## src/rtl/vehicle_detector.sv

```systemverilog
// vehicle_detector: conditions the raw country-road inductive-loop sensor into
// the clean presence signal X for the traffic-light controller.
// Two-flop synchroniser, rising-edge debounce, gap bridging between queued
// vehicles and stuck-high detection that fails safe with X held high.
// Optional feature macro: VEHICLE_COUNT_EN (adds vehicle_count / count_clr).
module vehicle_detector #(
    parameter int unsigned DEBOUNCE_CYCLES = 4,
    parameter int unsigned HOLD_CYCLES     = 3,
    parameter int unsigned STUCK_CYCLES    = 64,
    parameter int unsigned CNT_W           = 8
) (
    input  logic             clock,
    input  logic             clear,
    input  logic             loop_raw,
`ifdef VEHICLE_COUNT_EN
    input  logic             count_clr,
    output logic [CNT_W-1:0] vehicle_count,
`endif
    output logic             X,
    output logic             sensor_fault
);

    typedef enum logic [2:0] {
        IDLE    = 3'd0,
        ARM     = 3'd1,
        PRESENT = 3'd2,
        HOLD    = 3'd3,
        FAULT   = 3'd4
    } state_t;

    localparam logic [7:0]  DEB_LAST   = 8'(DEBOUNCE_CYCLES - 1);
    localparam logic [7:0]  HOLD_LAST  = 8'(HOLD_CYCLES - 1);
    localparam logic [15:0] STUCK_LAST = 16'(STUCK_CYCLES - 1);

    state_t      state_q, state_d;
    logic [7:0]  rc_q, rc_d;
    logic [15:0] sc_q, sc_d;
    logic        s1, s;
    logic        x_d, fault_d;

    // State register, counters, synchroniser and registered outputs
    always_ff @(posedge clock or negedge clear) begin
        if (!clear) begin
            s1           <= 1'b0;
            s            <= 1'b0;
            state_q      <= IDLE;
            rc_q         <= '0;
            sc_q         <= '0;
            X            <= 1'b0;
            sensor_fault <= 1'b0;
        end else begin
            s1           <= loop_raw;
            s            <= s1;
            state_q      <= state_d;
            rc_q         <= rc_d;
            sc_q         <= sc_d;
            X            <= x_d;
            sensor_fault <= fault_d;
        end
    end

    // Next-state logic with run counter and stuck counter updates.
    // Single-cycle debounce/hold settings skip ARM/HOLD so the edge latency
    // stays at N+2 for every legal parameter value.
    always_comb begin
        state_d = state_q;
        rc_d    = rc_q;
        sc_d    = sc_q;
        case (state_q)
            IDLE: begin
                rc_d = '0;
                sc_d = '0;
                if (s) begin
                    if (DEBOUNCE_CYCLES == 1) begin
                        state_d = PRESENT;
                    end else begin
                        state_d = ARM;
                        rc_d    = 8'd1;
                    end
                end
            end
            ARM: begin
                sc_d = '0;
                if (!s) begin
                    state_d = IDLE;
                    rc_d    = '0;
                end else if (rc_q == DEB_LAST) begin
                    state_d = PRESENT;
                    rc_d    = '0;
                end else begin
                    rc_d = rc_q + 8'd1;
                end
            end
            PRESENT: begin
                rc_d = '0;
                if (!s) begin
                    sc_d = '0;
                    if (HOLD_CYCLES == 1) begin
                        state_d = IDLE;
                    end else begin
                        state_d = HOLD;
                        rc_d    = 8'd1;
                    end
                end else if (sc_q == STUCK_LAST) begin
                    state_d = FAULT;
                    sc_d    = '0;
                end else begin
                    sc_d = sc_q + 16'd1;
                end
            end
            HOLD: begin
                sc_d = '0;
                if (s) begin
                    state_d = PRESENT;
                    rc_d    = '0;
                end else if (rc_q == HOLD_LAST) begin
                    state_d = IDLE;
                    rc_d    = '0;
                end else begin
                    rc_d = rc_q + 8'd1;
                end
            end
            FAULT: begin
                sc_d = '0;
                if (s) begin
                    rc_d = '0;
                end else if (rc_q == DEB_LAST) begin
                    state_d = IDLE;
                    rc_d    = '0;
                end else begin
                    rc_d = rc_q + 8'd1;
                end
            end
            default: begin
                state_d = IDLE;
                rc_d    = '0;
                sc_d    = '0;
            end
        endcase
    end

    // Output decode from the next state so X/sensor_fault come straight off flops
    always_comb begin
        x_d     = (state_d == PRESENT) || (state_d == HOLD) || (state_d == FAULT);
        fault_d = (state_d == FAULT);
    end

`ifdef VEHICLE_COUNT_EN
    // Saturating arrival counter; only fresh ARM->PRESENT arrivals count
    always_ff @(posedge clock or negedge clear) begin
        if (!clear) begin
            vehicle_count <= '0;
        end else if (count_clr) begin
            vehicle_count <= '0;
        end else if (state_q == ARM && state_d == PRESENT && vehicle_count != '1) begin
            vehicle_count <= vehicle_count + 1'b1;
        end
    end
`endif

endmodule

```

## config.mk

```make
export PLATFORM = sky130hd
export DESIGN_NAME = vehicle_detector
export DESIGN_NICKNAME = d
export VERILOG_FILES = /design/src/rtl/vehicle_detector.sv
export SDC_FILE = /design/constraint.sdc
export NUM_CORES = 1
export LEC_CHECK = 0
export CAP_MARGIN = 10
export CELL_PAD_IN_SITES_DETAIL_PLACEMENT = 0
export CELL_PAD_IN_SITES_GLOBAL_PLACEMENT = 1
export CORE_MARGIN = 8
export CORE_UTILIZATION = 51
export CTS_CLUSTER_DIAMETER = 80
export DETAILED_ROUTE_END_ITERATION = 6
export MAX_ROUTING_LAYER = met4
export PLACE_DENSITY = 0.82
export SLEW_MARGIN = 10
export SYNTH_ARGS = -nofsm -noshare
export SYNTH_HDL_FRONTEND = slang
export SYNTH_SLANG_ARGS = --single-unit
```

## constraint.sdc

```tcl
create_clock -name clock -period 3.9 [get_ports clock]
set_input_delay 0.78 -clock clock [delete_from_list [all_inputs] [get_ports clock]]
set_output_delay 0.78 -clock clock [all_outputs]
set_load 0.01 [all_outputs]
```

==> results of run 1 <==
[through the flow]
stage	hold slack (ns)	std cells	utilization, %	area [µm²]	total power, W
after floorplan	0.331	152	-	1560	0.000555
after global placement	0.340	187	54.9	1640	0.000600
after detailed placement	0.354	187	54.9	1640	0.000605
after CTS	0.383	194	56.8	1690	0.000798
after global routing	0.393	194	56.8	1690	0.000849
final	0.380	194	56.8	1690	0.000787
[layer usage]
metal | vias to the layer above | part of all wire (%) | track usage (%) | routed length (µm)
met5 | - | 0 | - | 0
met4 | 0 | 2.4 | 8.08 | 68
met3 | 7 | 2.9 | 3.49 | 82
met2 | 13 | 50 | 20.3 | 1410
met1 | 546 | 45 | 16.3 | 1280
li1 | 560 | - | - | -
[power groups by stage]
stage | clock (W) | combinational, W | sequential (W)
5_1_grt | 0.000212 | 0.000237 | 0.000400
2_1_floorplan | 0 | 0.000169 | 0.000386
3_3_place_gp | 0 | 0.000202 | 0.000398
4_1_cts | 0.000198 | 0.000206 | 0.000394
3_5_place_dp | 0 | 0.000205 | 0.000400
6_report | 0.000190 | 0.000203 | 0.000394
[final cells by class]
class                           instances  area (µm²)
Clock buffer                            6        51.3
Clock inverter                          1        5.00
Fill cell                             263        1290
Inverter                                4        15.0
Multi-Input combinational cell        114         756
Sequential cell                        31         776
Tap cell                               33        41.3
Timing Repair Buffer                    5        47.5
[placed cells by master, fill, tap and decap left out, drive strengths merged, types with 6 or more instances in the layout]
cell / count
nor3: 12
nor2: 20
dfrtp: 31
nand3: 9
nand4: 7
nand2: 9
nor4: 7
xnor2: 12
xor2: 9
clkbuf: 6
[how the worst max path moves through the flow]
stage	start	to	slack (ns)	cells past startpoint
floorplan	rc_q[0]	rc_q[0]	2.34	5
global placement	rc_q[0]	rc_q[0]	2.11	5
detailed placement	rc_q[0]	rc_q[5]	2.08	5
CTS	sensor_fault	sensor_fault	1.90	1
global route	sc_q[0]	sc_q[6]	1.85	5
finish	sensor_fault	sensor_fault	1.92	1
[state kept, by name (all words and copies together), names as in the netlist]
signal        count
sc_q             16
rc_q              8
state_q           3
X                 1
s                 1
s1                1
sensor_fault      1
[cells by family (layout without fill, tap and decap cells)]
group                    count (synthesis)  in the layout
AO/OA/AOI/OAI                           13             13
XOR/XNOR                                21             21
adder cells (fa/ha/maj)                  3              3
buffers and inverters                    7             16
flip-flops                              31             31
multiplexers                             1              1
AND/OR/NAND/NOR                         76             76
[worst register-to-register path, stage by stage (launching register included)]
cell and delay (ns):
dfrtp_1 0.39, ha_1 0.21, nor3b_1 0.47, a21boi_2 0.14
o22ai_2 0.36, nor3_1 0.13
==> impl_results.md, run 1 <==
* Sw frac at 33.8%
* Post-Syn Instances at 152
* Slew HR at 65.5%
* Worst Path Arrival at 1.20 ns
* Final hold violation count at 0
* Commonest cells in the netlist: dfrtp_1 (31), nor2_1 (20), xnor2_1 (12), nor3_1 (11)
* Post-CTS resize count at 0
* Ys flop type: dfrtp_1
* Initial DRC Count at 90
* Internal cell power at 0.000521 W
* Combinational share of power at 25.8%
* Antenna cells at 0
* Maximum clock frequency at slightly above 500 MHz
* R2R setup slack at 2.07 ns
* I/O Buffers at 4
* Seq cells post-synth at 31
* Crit-path leading delay family: buffers and inverters
* Reg2reg end: rc_q[5]
* Pre-CTS WS at approximately 2.1 ns
* Tightest Pin Transition at between 0.5 and 0.6 ns
* Post-Route WL at 2840 µm
* Xor and xnor area share after synthesis at a little under an eighth
* CTS clk-pin slew, worst paths at 0.10 ns
* Min cycle time layout at 1.98 ns
* Syn Nets at 158
* RSZ-0062 raised after global routing: false
* DRC Markers at 0
* CTS tree: done
* CTS Hold Bufs at 0
* Largest family of logic cells by synthesized area: simple AND/OR/NAND/NOR gates
* Startpoint Class: register
* Max Root-Sink Buffers at 2
* Worst path bufs/invs at 1
* Final period util at around 50%
* Via count at 1126
* Placer Congestion at around 0.85
* # Post-CTS Setup Buffers at 0
* EDFF count, synth at 0
* Initial Utilization at a little over half
* Avg WL per Cell at 14.6 µm
* CP Max Fanout at 1
* CTS Buf Count at 5
* Hold path start: s1
* Clock Skew at 0.0107 ns
* Multiplexer area fraction after synthesis at less than 1%
* Area leader, netlist: dfrtp_1
* Row count at 20
* Share of post-route cells with drive strength above 1 at under 10%
* Root Buffer: clkbuf_4
* Depth of the CTS H-tree at 2
* Clk pwr share at 24.2%
* Hold WC Path Type: reg -> reg
* FFs w/ async S/R, synth at 100%
* Total track usage at 13.6%
* Top cell type's share of synthesized area at 49.6%
* Top post-synthesis cells by area: dfrtp_1 (50%), xnor2_1 (6.7%), xor2_1 (5.0%)
* Die X at a little over 70 µm
* Die height at 71.4 µm
* P_leak at 0.689 nW
* Worst-path cell chain: clkdlybuf4s50_1
* Syn. warnings at 0
* Clk_lat worst skew at 0.34 ns
* Worst path max stage delay at 0.53 ns
* Hpwl dp at between 2000 and 2500 µm
* Antenna viol nets, final at 0
* First-pass GRT wire length at about 5300 µm
* Final Net Count at 167
* Gr ovfl total at 0
* NetSw at ~0.00027 W
* FF-to-FF Start: rc_q[0]
* Critical path class: reg -> out
* # setup viols final at 0
* WHS Path Cells at 0
* Pre-antenna DRT Iters at 4
* WP data required at between 3 and 4 ns
* CP max-delay cell: clkdlybuf4s50_1
* Clock sinks at 31
* DR vias/cell at 5.80
* Syn_area_per_cell at 10.3 µm²
* R2r worst-path depth at 5
* Hold endpoint: s
* Max Cap Viol at 0
* Outcome: complete, no violations
* Antenna violations before repair at 0
* Post-Syn Area at 1560 µm²
* Sequential area share after synthesis at a little under 50%
* Peak supply drop at approximately 0.26 mV
* Largest net degree at the start of global routing at 32
* Setup ws final at 1.92 ns
* Setup tns final at 0 ns
* Post-Synth Adder-Cell Area at 2.40%
* Number of global-route vias before repair at approximately 1200
* Pwr dens at 465 nW/µm²
* # IOs at 5
* Max Slew Vio Count at 0
* Core region area at 2980 µm²
* Crit end category: output pin
* Sequential share of power at 50.0%
* Most common cell in the netlist: dfrtp_1
* Post-synth cell types at 35
* Die ar. at 5090 µm²
* Post-Synth Simple-Gate Area at 27.1%
* Synth Area in Compound Gates at under 10%
* Area grow syn2layout at 8.16%
Note: power is estimated with default switching activity, not from simulation.
==> run 2: changes to the inputs <==
--- a/config.mk
+++ b/config.mk
@@ -9,11 +9,11 @@
 export CELL_PAD_IN_SITES_DETAIL_PLACEMENT = 0
 export CELL_PAD_IN_SITES_GLOBAL_PLACEMENT = 1
 export CORE_MARGIN = 8
-export CORE_UTILIZATION = 51
+export CORE_UTILIZATION = 43
 export CTS_CLUSTER_DIAMETER = 80
 export DETAILED_ROUTE_END_ITERATION = 6
 export MAX_ROUTING_LAYER = met4
-export PLACE_DENSITY = 0.82
+export PLACE_DENSITY = 0.74
 export SLEW_MARGIN = 10
 export SYNTH_ARGS = -nofsm -noshare
 export SYNTH_HDL_FRONTEND = slang
==> constraint.sdc (replaced) <==
create_clock -name clock -period 1.6 [get_ports clock]
set_input_delay 0.32 -clock clock [delete_from_list [all_inputs] [get_ports clock]]
set_output_delay 0.32 -clock clock [all_outputs]
set_load 0.01 [all_outputs]
==> run 2 against run 1 <==
  * Critical endpoint is now sc_q[15]
  * Core utilization shrank 1.7 points
  * Die area grew 14%
  * Cell area grew 17%
  * Critical path depth grew 4
==> impl_results.md, run 2 (synthesis gave the netlist of run 1 again) <==
* Maximum clock frequency at 648 MHz
* Outcome: complete, no violations
* Core region area at 3580 µm² (+20%)
* Initial Utilization at 43.7% (-8.8 points)
* Final Net Count at 188 (+13%)
* Post-Route WL at 3230 µm (+14%)
* Area taken by flip-flops and latches at 778 µm² (+0.32%)
* DRC Markers at 0 (unchanged)
* Worst setup path endpoint: sc_q[15]
* Critical path class: reg -> reg
* CP Max Fanout at 8 (+7)
* Gr ovfl total at 0 (unchanged)
* Initial DRC Count at 78 (-13%)
* Tightest Pin Transition at 0.391 ns (-0.126 ns)
* Die ar. at 5820 µm² (+14%)
* Peak supply drop at 0.893 mV (+240%)
* Filler instances at 321 (+22%)
* First-pass GRT wire length at 5440 µm (+3.3%)
* Clk_lat worst skew at 0.33 ns (about the same)
* # IOs at 5 (unchanged)
* Design area at 1970 µm² (+17%)
* WP data required at 1.82 ns (-1.30 ns)
* # setup viols final at 0 (unchanged)
* Worst Path Arrival at 1.76 ns (+0.56 ns)
* Pre-antenna DRT Iters at 4 (unchanged)
* I/O Buffers at 4 (unchanged)
* Multi-input logic area at 851 µm² (+13%)
* Pwr dens at 1120 nW/µm² (+140%)
* Setup tns final at 0 ns (unchanged)
* Hpwl dp at 2150 µm (+6.1%)
* Row count at 22 (+10%)
* Hold WC Path Type: in -> async
* Number of global-route vias before repair at 1271 (+9.3%)
* Startpoint Class: register
* Pre-CTS WS at -0.0532 ns (-2.13 ns)
* Dpl cells at 215 (+15%)
* Max Root-Sink Buffers at 2 (unchanged)
* Slew HR at 74.0% (+8.5 points)
* Max reg flops at 16 (unchanged)
* CTS Hold Bufs at 0 (unchanged)
* CP max-delay cell: dfrtp_2
* Final period util at 96.5%
* R2R setup slack at 0.06 ns (-2.01 ns)
* Crit end category: register
* Max Cap Viol at 0 (unchanged)
* Setup ws final at 0.0567 ns (-1.86 ns)
* DR vias/cell at 5.36 (-7.6%)
* CTS Buf Count at 5 (unchanged)
* Root Buffer: clkbuf_4
* Cell Area, Placed at 1750 µm² (+7.1%)
* Die X at 76.3 µm (+6.9%)
* Max Slew Vio Count at 0 (unchanged)
* Layout Cells excl Fill at 230 (+19%)
* CTS tree: done
* Final hold violation count at 0 (unchanged)
* Placer Congestion at 0.830 (-2.7%)
* Antenna cells at 0 (unchanged)
* Antenna viol nets, final at 0 (unchanged)
* Area grow syn2layout at 26.2%
* Depth of the CTS H-tree at 2 (unchanged)
* Reg2reg end: sc_q[15]
* Worst path max stage delay at 0.47 ns (-0.06 ns)
* Top flop regs: sc_q x16, rc_q x8, state_q x3
* P_leak at 0.813 nW (+18%)
* Clock sinks at 31 (unchanged)
* Die height at 76.3 µm (+6.9%)
* FF-to-FF Start: sc_q[6]
* R2r worst-path depth at 5 (unchanged)
* Largest net degree at the start of global routing at 32 (unchanged)
* Total track usage at 11.9% (-1.8 points)
* Reg with most FFs: sc_q
* CTS clk-pin slew, worst paths at 0.10 ns (about the same)
* Clock Skew at 0.0104 ns (-0.000222 ns)
* Share of post-route cells with drive strength above 1 at 28.0% (+19 points)
* Min cycle time layout at 1.54 ns
* Avg WL per Cell at 14.1 µm (-4.0%)
* Setup crit start: sc_q[6]
* Worst-path cell chain: nor4_4 -> nand4_1 -> nand2_2 -> buf_6 -> a21oi_1
* Commonest non-fill, non-tap cell in the layout: dfrtp_1
* Antenna violations before repair at 0 (unchanged)
* Most frequent cells in the layout: dfrtp_1 (29), nor2_1 (20), buf_4 (20)
* Via count at 1233 (+9.5%)
==> run 2: report_power, final <==
part	internal [W]	switching (W)
logic	0.000384	0.000402
registers	0.000865	0.0000851
clock network	0.000203	0.000263
==> run 2: layout make-up <==
class / instances / share of cell area (%)
Clock inverter: 1 / 0.254
Tap cell: 48 / 3.04
Timing Repair Buffer: 26 / 10.8
Clock buffer: 6 / 2.60
Inverter: 4 / 0.761
Sequential cell: 31 / 39.4
Multi-Input combinational cell: 114 / 43.1
==> run 2: metal layers <==
metal | track usage [%] | vias to the layer above | routed length [µm]
met3 | 4.25 | 7 | 119
met5 | - | - | 0
met1 | 12.3 | 603 | 1310
li1 | - | 601 | -
met2 | 19.7 | 22 | 1720
met4 | 5.38 | 0 | 82
==> run 2: how the worst min path moves through the flow <==
stage                     slack [ns]      end
after global placement          0.34        s
after detailed placement        0.35        s
after CTS                       0.37  sc_q[4]
final                           0.36  sc_q[2]
after global routing            0.37        s
after floorplan                 0.02        X
==> run 2: what timing repair did <==
action / CTS / global route
gates resized for setup: 4 / 17
pin swaps: 3 / 7
setup endpoints to repair: 12 / 24
setup buffers: 3 / 5
==> run 2: critical path: cells and delay by family, from the launching register on <==
kind | cells | cell delay [ns]
simple gates | 3 | 0.78
flops | 1 | 0.47
buf+inv | 1 | 0.14
compound gates | 1 | 0.04
==> run 2: per-stage QoR <==
stage / total power [W] / utilization [%] / hold WS [ns]
floorplan: 0.00135 / - / 0.0244
global placement: 0.00154 / 49.0 / 0.340
detailed placement: 0.00158 / 49.0 / 0.348
CTS: 0.00214 / 51.8 / 0.365
global route: 0.00234 / 55.1 / 0.374
finish: 0.00220 / 55.1 / 0.363
==> run 3: changes to the inputs <==
--- a/config.mk
+++ b/config.mk
@@ -5,15 +5,16 @@
 export SDC_FILE = /design/constraint.sdc
 export NUM_CORES = 1
 export LEC_CHECK = 0
+export ABC_AREA = 1
 export CAP_MARGIN = 10
 export CELL_PAD_IN_SITES_DETAIL_PLACEMENT = 0
 export CELL_PAD_IN_SITES_GLOBAL_PLACEMENT = 1
 export CORE_MARGIN = 8
-export CORE_UTILIZATION = 43
+export CORE_UTILIZATION = 41
 export CTS_CLUSTER_DIAMETER = 80
 export DETAILED_ROUTE_END_ITERATION = 6
 export MAX_ROUTING_LAYER = met4
-export PLACE_DENSITY = 0.74
+export PLACE_DENSITY = 0.75
 export SLEW_MARGIN = 10
 export SYNTH_ARGS = -nofsm -noshare
 export SYNTH_HDL_FRONTEND = slang
==> run 3 against run 2 <==
  * Sequential power decreased by 2.7%
  * Combinational power is 20% lower
  * First-iteration DRC count increased by 68%
  * Cell area increased by 6.8%
  * Global-route usage rose by 0.64 points
  * Clock-buffer cell count rose by 1
  * Clock skew shrank 0.0048 ns
  * Core utilization decreased by 7.1 points
  * Maximum frequency increased by 3.9%
==> impl_results.md, run 3 <==
* Outcome: complete, no violations
* Avg WL per Cell at 12.9 µm (-8.2%)
* Seq cells post-synth at 31 (unchanged)
* WP data required at 1.28 ns (-0.54 ns)
* Die X at 83.8 µm (+9.8%)
* Row count at 24 (+9.1%)
* CTS clk-pin slew, worst paths at 0.07 ns (-0.03 ns)
* Initial Utilization at 43.0% (-0.70 points)
* # Post-CTS Setup Buffers at 0 (-3)
* Filler instances at 448 (+40%)
* Min cycle time layout at 1.49 ns (-0.0580 ns)
* I/O Buffers at 4 (unchanged)
* PnR Total Power at 0.00215 W (-2.4%)
* Peak supply drop at 0.624 mV (-30%)
* # IOs at 5 (unchanged)
* Syn. warnings at 0 (unchanged)
* Reg with most FFs: sc_q
* Top cell type's share of synthesized area at 41.1% (-8.5 points)
* Antenna violations before repair at 0 (unchanged)
* Post-Syn Instances at 254 (+67%)
* Maximum clock frequency at 673 MHz (+3.9%)
* CTS tree: done
* Syn_area_per_cell at 7.42 µm² (-28%)
* # setup viols final at 0 (unchanged)
* Clock Skew at 0.00565 ns (-0.00479 ns)
* Most common cell in the netlist: nand2_1
* Sequential area share after synthesis at 41.1% (-8.5 points)
* Pwr dens at 1020 nW/µm² (-8.6%)
* Commonest cells in the netlist: nand2_1 (49), nor2_1 (38), inv_1 (33), dfrtp_1 (31), nand3_1 (29)
* Clk_lat worst skew at 0.28 ns (-0.05 ns)
* CTS Buf Count at 5 (unchanged)
* Max reg flops at 16 (unchanged)
* Number of global-route vias before repair at 1541 (+21%)
* Final period util at 92.8% (-3.6 points)
* Total track usage at 12.5% (+0.64 points)
* CP max-delay cell: clkdlybuf4s50_1
* Top layer in use: met4
* CTS Hold Bufs at 0 (unchanged)
* Post-synth cell types at 32 (-8.6%)
* Startpoint Class: register
* P_leak at 0.980 nW (+21%)
* Crit end category: output pin
* Max Cap Viol at 0 (unchanged)
* Area grow syn2layout at 11.7%
* Final Net Count at 275 (+46%)
* Placer Congestion at 0.853 (+2.7%)
* Die height at 83.8 µm (+9.8%)
* Worst-path cell chain: clkdlybuf4s50_1
* Top flop regs: sc_q x16, rc_q x8, state_q x3
* Gr ovfl total at 0 (unchanged)
* Hpwl dp at 3010 µm (+40%)
* RSZ-0062 raised after global routing: false
* Root Buffer: clkbuf_8
* Antenna cells at 0 (unchanged)
* Syn Nets at 260 (+65%)
* Max Root-Sink Buffers at 2 (unchanged)
* FFs w/ async S/R, synth at 100% (unchanged)
* Crit-path leading delay family: buffers and inverters
* DRC Markers at 0 (unchanged)
* Multi-input logic area at 930 µm² (+9.3%)
* CP Max Fanout at 1 (-7)
* Worst path bufs/invs at 1 (unchanged)
* Max Slew Vio Count at 0 (unchanged)
* Area taken by flip-flops and latches at 776 µm² (-0.32%)
* DR vias/cell at 5.19 (-3.1%)
* Hold WC Path Type: reg -> reg
* Core region area at 4380 µm² (+23%)
* Antenna viol nets, final at 0 (unchanged)
* Largest net degree at the start of global routing at 32 (unchanged)
* Post-Route WL at 4160 µm (+29%)
* Tightest Pin Transition at 0.290 ns (-0.101 ns)
* Final hold violation count at 0 (unchanged)
* Die ar. at 7020 µm² (+21%)
* Initial DRC Count at 131 (+68%)
* Pre-antenna DRT Iters at 4 (unchanged)
* Met2 wire length at 1790 µm (+4.0%)
* Ys flop type: dfrtp_1
* Most frequent cells in the layout: nand2_1 (49), nor2_1 (38), inv_1 (32)
* Critical path class: reg -> out
* Share of post-route cells with drive strength above 1 at 11.9% (-16 points)
* Post-Syn Area at 1890 µm² (+21%)
* Via count at 1672 (+36%)
* EDFF count, synth at 0 (unchanged)
* First-pass GRT wire length at 7060 µm (+30%)
* Post-CTS resize count at 0 (-4)
* Area leader, netlist: dfrtp_1
* M1 WL at 2140 µm (+63%)
* Setup tns final at 0 ns (unchanged)
* Clock sinks at 31 (unchanged)
* Slew HR at 80.5% (+6.5 points)
* Depth of the CTS H-tree at 2 (unchanged)
* Worst Path Arrival at 1.17 ns (-0.59 ns)
* Worst path max stage delay at 0.54 ns (+0.07 ns)
* Met3 WL at 173 µm (+45%)
* Top post-synthesis cells by area: dfrtp_1 (41%), nand2_1 (9.8%), nand3_1 (7.7%)
* Commonest non-fill, non-tap cell in the layout: nand2_1
-- run 3: path summary, 6_finish.rpt --
check	from	end	slack [ns]	depth (start not counted)
max	X	X	0.11	1
min	s1	s	0.35	0
max reg2reg	rc_q[0]	X	0.15	9
min reg2reg	s1	s	0.35	0
max in group asynchronous	clear	rc_q[6]	1.04	2
min in group asynchronous	clear	sc_q[14]	0.39	2
-- run 3: metal layers --
metal,track usage (%),up-vias
li1,-,861
met1,16.1,775
met2,18.2,30
met3,3.22,6
met4,4.71,0
met5,-,-
-- run 3: where the power goes --
| group | total (W) | switching (W) | internal (W) |
|---|---|---|---|
| sequential | 0.000924 | 0.0000652 | 0.000859 |
| combinational | 0.000626 | 0.000417 | 0.000209 |
| clock | 0.000599 | 0.000294 | 0.000305 |
-- run 3: stage by stage --
stage | worst slack (ns) | hold WS (ns) | area, µm² | util, % | std cells
6_report | 0.115 | 0.354 | 2110 | 48.1 | 322
2_1_floorplan | 0.307 | 0.0244 | 1890 | - | 254
4_1_cts | 0.0816 | 0.358 | 2110 | 48.1 | 322
3_5_place_dp | 0.0873 | 0.343 | 2030 | 46.2 | 314
5_1_grt | 0.0102 | 0.366 | 2110 | 48.1 | 322
3_3_place_gp | 0.0614 | 0.334 | 2030 | 46.2 | 314
-- run 3: area by class of cell --
type                            count  area share (%)
Tap cell                           52            3.09
Clock inverter                      1           0.238
Multi-Input combinational cell    181            44.1
Sequential cell                    31            36.8
Clock buffer                        7            3.62
Timing Repair Buffer               12            5.34
Inverter                           38            6.77
-- run 3: kinds of logic (layout without fill, tap and decap cells) --
family                     after synthesis  count (layout)  share of synthesized area, %
and+or+nand+nor                        160             160                          40.9
buffers and inverters                   42              58                          9.55
DFF                                     31              31                          41.1
AOI/OAI and AO/OA                       12              12                          3.65
xor gates and xnor gates                 6               6                          2.79
adders and majority gates                3               3                          1.99
-- run 3: worst register-to-register path: stages, from the launching register on --
cell,delay [ns]
dfrtp_1,0.41
inv_2,0.12
ha_1,0.15
inv_1,0.04
nor2_1,0.09
nand2_1,0.12
nand2_1,0.11
nand3_1,0.08
nor2_1,0.15
nand2_1,0.07
